[config.mk]
export PLATFORM = sky130hd
export DESIGN_NAME = wb_port_arbiter
export DESIGN_NICKNAME = d
export VERILOG_FILES = /design/src/rtl/wb_arb_pkg.sv /design/src/rtl/wb_hold_buf.sv /design/src/rtl/wb_port_arbiter.sv
export SDC_FILE = /design/constraint.sdc
export NUM_CORES = 1
export LEC_CHECK = 0
export ABC_AREA = 1
export CAP_MARGIN = 15
export CORE_ASPECT_RATIO = 1.25
export CORE_MARGIN = 2
export CORE_UTILIZATION = 55
export CTS_BUF_LIST = sky130_fd_sc_hd__clkbuf_8 sky130_fd_sc_hd__clkbuf_16
export CTS_CLUSTER_SIZE = 24
export DETAILED_ROUTE_END_ITERATION = 10
export DONT_BUFFER_PORTS = 1
export MAX_ROUTING_LAYER = met4
export PLACE_DENSITY = 0.69
export SLEW_MARGIN = 5
export SYNTH_ARGS = -nofsm -noshare
export SYNTH_HDL_FRONTEND = slang
export SYNTH_SLANG_ARGS = --single-unit
[constraint.sdc]
create_clock -name clk -period 2.71 [get_ports clk]
set_clock_uncertainty 0.15 [all_clocks]
set_input_delay 0.542 -clock clk [delete_from_list [all_inputs] [get_ports clk]]
set_output_delay 0.542 -clock clk [all_outputs]
set_load 0.01 [all_outputs]
[src/rtl/wb_arb_pkg.sv]
// Shared types and constants for the register-file write-port arbiter.
package wb_arb_pkg;
    localparam int       WB_XLEN           = 32;
    localparam int       DEF_STARVE_LIMIT  = 4;
    localparam logic [4:0] REG_ZERO        = 5'd0;

    typedef enum logic [1:0] {
        IDLE  = 2'd0,
        HELD  = 2'd1,
        FORCE = 2'd2
    } arb_state_e;

    typedef struct packed {
        logic               we;
        logic [4:0]         rd;
        logic [WB_XLEN-1:0] data;
    } wb_req_t;
endpackage

[src/rtl/wb_hold_buf.sv]
// One-entry MDU result buffer: loads on a valid/ready handshake, empties on drain or drop.
module wb_hold_buf #(
    parameter int XLEN = 32
) (
    input  logic            clk,
    input  logic            rst_n,
    input  logic            in_valid,
    output logic            in_ready,
    input  logic [4:0]      in_rd,
    input  logic [XLEN-1:0] in_data,
    input  logic            clear,
    input  logic            drop,
    output logic [4:0]      buf_rd,
    output logic [XLEN-1:0] buf_data
);
    logic valid_q;
    logic load;

    assign in_ready = !valid_q;
    assign load     = in_valid && in_ready;

    always_ff @(posedge clk or negedge rst_n) begin
        if (!rst_n) begin
            valid_q  <= 1'b0;
            buf_rd   <= '0;
            buf_data <= '0;
        end else begin
            if (load) begin
                valid_q  <= 1'b1;
                buf_rd   <= in_rd;
                buf_data <= in_data;
            end else if (clear || drop) begin
                valid_q  <= 1'b0;
            end
        end
    end
endmodule

[src/rtl/wb_port_arbiter.sv]
// Register-file write-port arbiter: pipeline writeback has priority, MDU result waits in a
// one-entry buffer with a starvation-forced grant. WB_WAW_DROP_EN enables dropping a buffered
// result overwritten by a younger pipeline write to the same register.
module wb_port_arbiter
    import wb_arb_pkg::*;
#(
    parameter int STARVE_LIMIT = DEF_STARVE_LIMIT,
    parameter int XLEN         = WB_XLEN
) (
    input  logic            clk,
    input  logic            rst_n,
    input  logic            pipe_wr_en,
    input  logic [4:0]      pipe_rd,
    input  logic [XLEN-1:0] pipe_wdata,
    input  logic            mdu_valid,
    input  logic [4:0]      mdu_rd,
    input  logic [XLEN-1:0] mdu_wdata,
    output logic            mdu_ready,
    output logic            pipe_stall,
    output logic            rf_we,
    output logic [4:0]      rf_waddr,
    output logic [XLEN-1:0] rf_wdata
);
    localparam logic [1:0] ST_IDLE  = IDLE;
    localparam logic [1:0] ST_HELD  = HELD;
    localparam logic [1:0] ST_FORCE = FORCE;

    logic [1:0]      state, state_nxt;
    logic [3:0]      starve_cnt, cnt_nxt;
    logic            pipe_real, sel_pipe, sel_buf, drop;
    logic            buf_in_ready;
    logic [4:0]      buf_rd;
    logic [XLEN-1:0] buf_data;

    assign pipe_real  = pipe_wr_en && (pipe_rd != REG_ZERO);
    assign mdu_ready  = (state == ST_IDLE) && buf_in_ready;
    assign pipe_stall = (state == ST_FORCE) && pipe_wr_en;

    wb_hold_buf #(.XLEN(XLEN)) u_buf (
        .clk      (clk),
        .rst_n    (rst_n),
        .in_valid (mdu_valid),
        .in_ready (buf_in_ready),
        .in_rd    (mdu_rd),
        .in_data  (mdu_wdata),
        .clear    (sel_buf),
        .drop     (drop),
        .buf_rd   (buf_rd),
        .buf_data (buf_data)
    );

    always_comb begin
        sel_pipe  = 1'b0;
        sel_buf   = 1'b0;
        drop      = 1'b0;
        state_nxt = state;
        cnt_nxt   = starve_cnt;
        case (state)
            ST_IDLE: begin
                sel_pipe = pipe_real;
                if (mdu_valid && mdu_ready) begin
                    state_nxt = ST_HELD;
                    cnt_nxt   = '0;
                end
            end
            ST_HELD: begin
                // A non-real pipe slot (idle or x0 write) is a free slot for the buffer.
                if (!pipe_real) begin
                    sel_buf   = 1'b1;
                    state_nxt = ST_IDLE;
                    cnt_nxt   = '0;
                end
`ifdef WB_WAW_DROP_EN
                else if (pipe_rd == buf_rd) begin
                    sel_pipe  = 1'b1;
                    drop      = 1'b1;
                    state_nxt = ST_IDLE;
                    cnt_nxt   = '0;
                end
`endif
                else begin
                    sel_pipe = 1'b1;
                    cnt_nxt  = starve_cnt + 4'd1;
                    if (cnt_nxt == 4'(STARVE_LIMIT))
                        state_nxt = ST_FORCE;
                end
            end
            ST_FORCE: begin
                sel_buf   = 1'b1;
                state_nxt = ST_IDLE;
                cnt_nxt   = '0;
            end
            default: begin
                state_nxt = ST_IDLE;
                cnt_nxt   = '0;
            end
        endcase
    end

    always_ff @(posedge clk or negedge rst_n) begin
        if (!rst_n) begin
            state      <= ST_IDLE;
            starve_cnt <= '0;
            rf_we      <= 1'b0;
            rf_waddr   <= '0;
            rf_wdata   <= '0;
        end else begin
            state      <= state_nxt;
            starve_cnt <= cnt_nxt;
            rf_we      <= sel_buf ? (buf_rd != REG_ZERO) : sel_pipe;
            if (sel_buf) begin
                rf_waddr <= buf_rd;
                rf_wdata <= buf_data;
            end else if (sel_pipe) begin
                rf_waddr <= pipe_rd;
                rf_wdata <= pipe_wdata;
            end
        end
    end
endmodule

==> impl_metrics.py <==
metrics = {
    "floorplanning": {
        "die_width_um": 80.3,
        "die_area_um2": 7980,
        "die_y_um": 99.4,
        "ios": 118,
        "core_um2": 7020,
        "num_rows": 34,
        "start_util_pct": 57.0,
    },
    "worst_setup_path": {
        "crit_fanout": 5,
        "worst-r2r-cell-count": 8,
        "r2r_end": "rf_wdata[18]$_DFFE_PN0P_",
        "end_kind": "output pin",
        "critPathLaunchType": "register",
        "rrSetupSlack_ns": 0.78,
        "critPathKind": "reg2out",
        "worstReg2RegStart": "state[1]$_DFFE_PN0P_",
        "arrival_ns": 1.37,
        "required_ns": 2.02,
    },
    "synthesis": {
        "syn-mean-instance-area_um2": 7.86,
        "ys.flop_type": "dfrtp_1",
        "syn-cell-area_um2": 4000,
        "synth_area_leaders": "dfrtp_1, nand2_1, nand3_1",
        "synth_commonest_cells": "nand2_1, nand3_1, dfrtp_1, inv_1, o21ai_0",
        "synth_edf_count": 0,
        "synth_cell_type_count": 19,
        "seq_area_frac_synth_pct": 51.3,
        "syn_nets": 591,
        "synthArstFlopShare_pct": 100,
        "synth_cells": 509,
        "yosys.area.top_type_share_pct": 51.3,
        "ys_warn_count": 0,
        "yosys.area.top_type": "dfrtp_1",
        "yosysMostFrequentCell": "nand2_1",
        "synth_seq_cells": 82,
    },
    "routing": {
        "drt-total-wl_mm": 9.24,
        "avgRoutedWirePerCell_um": 15.6,
        "dr_total_vias": 3301,
        "antenna_left": 0,
        "dr.pass1.iters": 4,
        "vias_per_cell": 5.58,
        "drc_errors": 0,
        "drt_iter0_drc": 231,
    },
    "power_and_ir_drop": {
        "power_w": 0.00521,
        "power.leakage_nw": 2.20,
        "cellPowerDensity_nw_per_um2": 1240,
        "irDropWorstVdd_mv": 0.576,
    },
    "grt": {
        "grt_max_degree": 83,
        "grt_usage_pct": 24.7,
        "grt_pass1_vias": 3087,
        "grt_overflow": 0,
        "antenna_found_initial": 0,
        "grt_pass1_wl_mm": 14.8,
    },
    "finish": {
        "area_delta_synth_final_pct": 5.25,
        "final_layout_size_suffix_gt1_share_pct": 6.57,
        "diodes": 0,
        "fillers": 644,
        "nets": 580,
    },
    "place": {
        "dpl.hpwl_mm": 6.05,
        "gp_congestion": 0.838,
        "port_buffers": 0,
    },
    "timing": {
        "worst_pin_slew_ns": 0.473,
        "slew_viol_final": 0,
        "fmax_mhz": 485,
        "period_share_pct": 76.0,
        "fin_setup_tns_ns": 0,
        "slew-limit-headroom_pct": 68.4,
        "setup_viol": 0,
        "whs_ns": 0.162,
        "rsz0062_at_grt": "false",
        "post-route-min-period_ns": 2.06,
        "finalHoldViolations": 0,
    },
    "run_status": {
        "status": "finished clean",
    },
    "hold_path": {
        "hp-start": "mdu_wdata[27]",
        "hold-path-endpoint": "u_buf.buf_data[27]$_DFFE_PN0P_",
        "hold-path-cell-count": 2,
        "hold_path.class": "in2reg",
    },
    "flow_run": {
        "maxCapViolCount": 0,
    },
    "cts": {
        "cts_setup_buffers": 0,
        "clkSinkCount": 82,
        "cts_made_buffers": 9,
        "cts_tree": "built",
        "cts_buffer_depth": 2,
        "cts_root_buffer": "clkbuf_8",
        "h-tree-depth": 3,
        "cts_resized": 0,
        "postCtsHoldBufs": 2,
        "clk_pin_slew_ns": 0.08,
        "clock_latency_ns": 0.35,
    },
}
-- worst max path at each step --
stage | end | cells after the start | from | slack [ns]
final | mdu_ready | 4 | state[1]$_DFFE_PN0P_ | 0.65
after CTS | mdu_ready | 4 | state[1]$_DFFE_PN0P_ | 0.64
after global placement | rf_wdata[15]$_DFFE_PN0P_ | 9 | pipe_rd[2] | 0.79
after global routing | mdu_ready | 4 | state[1]$_DFFE_PN0P_ | 0.57
after detailed placement | rf_wdata[15]$_DFFE_PN0P_ | 9 | pipe_rd[2] | 0.76
after floorplan | rf_waddr[4]$_DFFE_PN0P_ | 7 | state[0]$_DFFE_PN0P_ | 0.96
-- cells in the final DEF (no fill, tap or decap) --
master         instances
o211ai_1               1
nand3_1              119
ha_1                   4
clkinvlp_4             1
nand2_1              164
buf_4                 11
inv_1                 50
dfrtp_1               82
a21boi_0               1
xor2_1                 1
clkbuf_8               9
dlygate4sd3_1          1
nor2_4                 1
o22ai_1                1
clkinv_2               2
buf_16                 1
inv_2                  1
nand2_2                5
nor2_1                 4
clkinv_4               1
bufinv_16              1
nand4_1                2
o21ai_0               39
-- registers in the layout, summed over array words and instances, names as in the netlist --
| name | flops |
|---|---|
| state | 2 |
| u_buf.buf_data | 32 |
| rf_wdata | 32 |
| rf_waddr | 5 |
| u_buf.valid_q | 1 |
| starve_cnt | 4 |
| u_buf.buf_rd | 5 |
| rf_we | 1 |
-- report_power, final --
group	switching, W	leakage (nW)	internal (W)
clock network	0.000432	0.0963	0.000416
registers	0.000461	1.00	0.00182
logic	0.00142	1.10	0.000665
-- cells by family after synthesis --
logic type      Yosys count  share of synthesized area, %
compound gates           42                          5.41
xor+xnor                  1                         0.219
fa+ha+maj                 4                          1.25
buf+inv                  85                          10.0
flops                    82                          51.3
simple gates            295                          31.8
-- critical path, cell delays in order, from the launching register on --
cell and delay, ns:
dfrtp_1 0.39, inv_1 0.10, ha_1 0.25, inv_1 0.09
nor2_1 0.21
-- cell type report --
class / count / area, µm² / area share [%]
Clock buffer: 9 / 124 / 2.94
Clock inverter: 6 / 60.1 / 1.43
Inverter: 50 / 188 / 4.46
Multi-Input combinational cell: 342 / 1560 / 36.9
Sequential cell: 82 / 2050 / 48.7
Tap cell: 90 / 113 / 2.67
Timing Repair Buffer: 13 / 120 / 2.85
-- per-stage QoR --
step	setup slack (ns)	utilization [%]	instance area (µm²)	std cells
2_1_floorplan	0.960	-	4000	509
3_3_place_gp	0.794	56.9	3990	575
3_5_place_dp	0.756	56.9	3990	575
4_1_cts	0.636	60.0	4210	592
5_1_grt	0.569	60.0	4210	592
6_report	0.650	60.0	4210	592
-- per-layer routing --
| layer | track usage (%) | up-vias | part of all wire (%) |
|---|---|---|---|
| met1 | 30.9 | 1569 | 42 |
| met4 | 9.91 | 0 | 1.8 |
| met5 | - | - | 0 |
| met3 | 5.54 | 15 | 7.6 |
| met2 | 39.0 | 117 | 49 |
| li1 | - | 1600 | - |
Note: power is estimated with default switching activity, not from simulation.
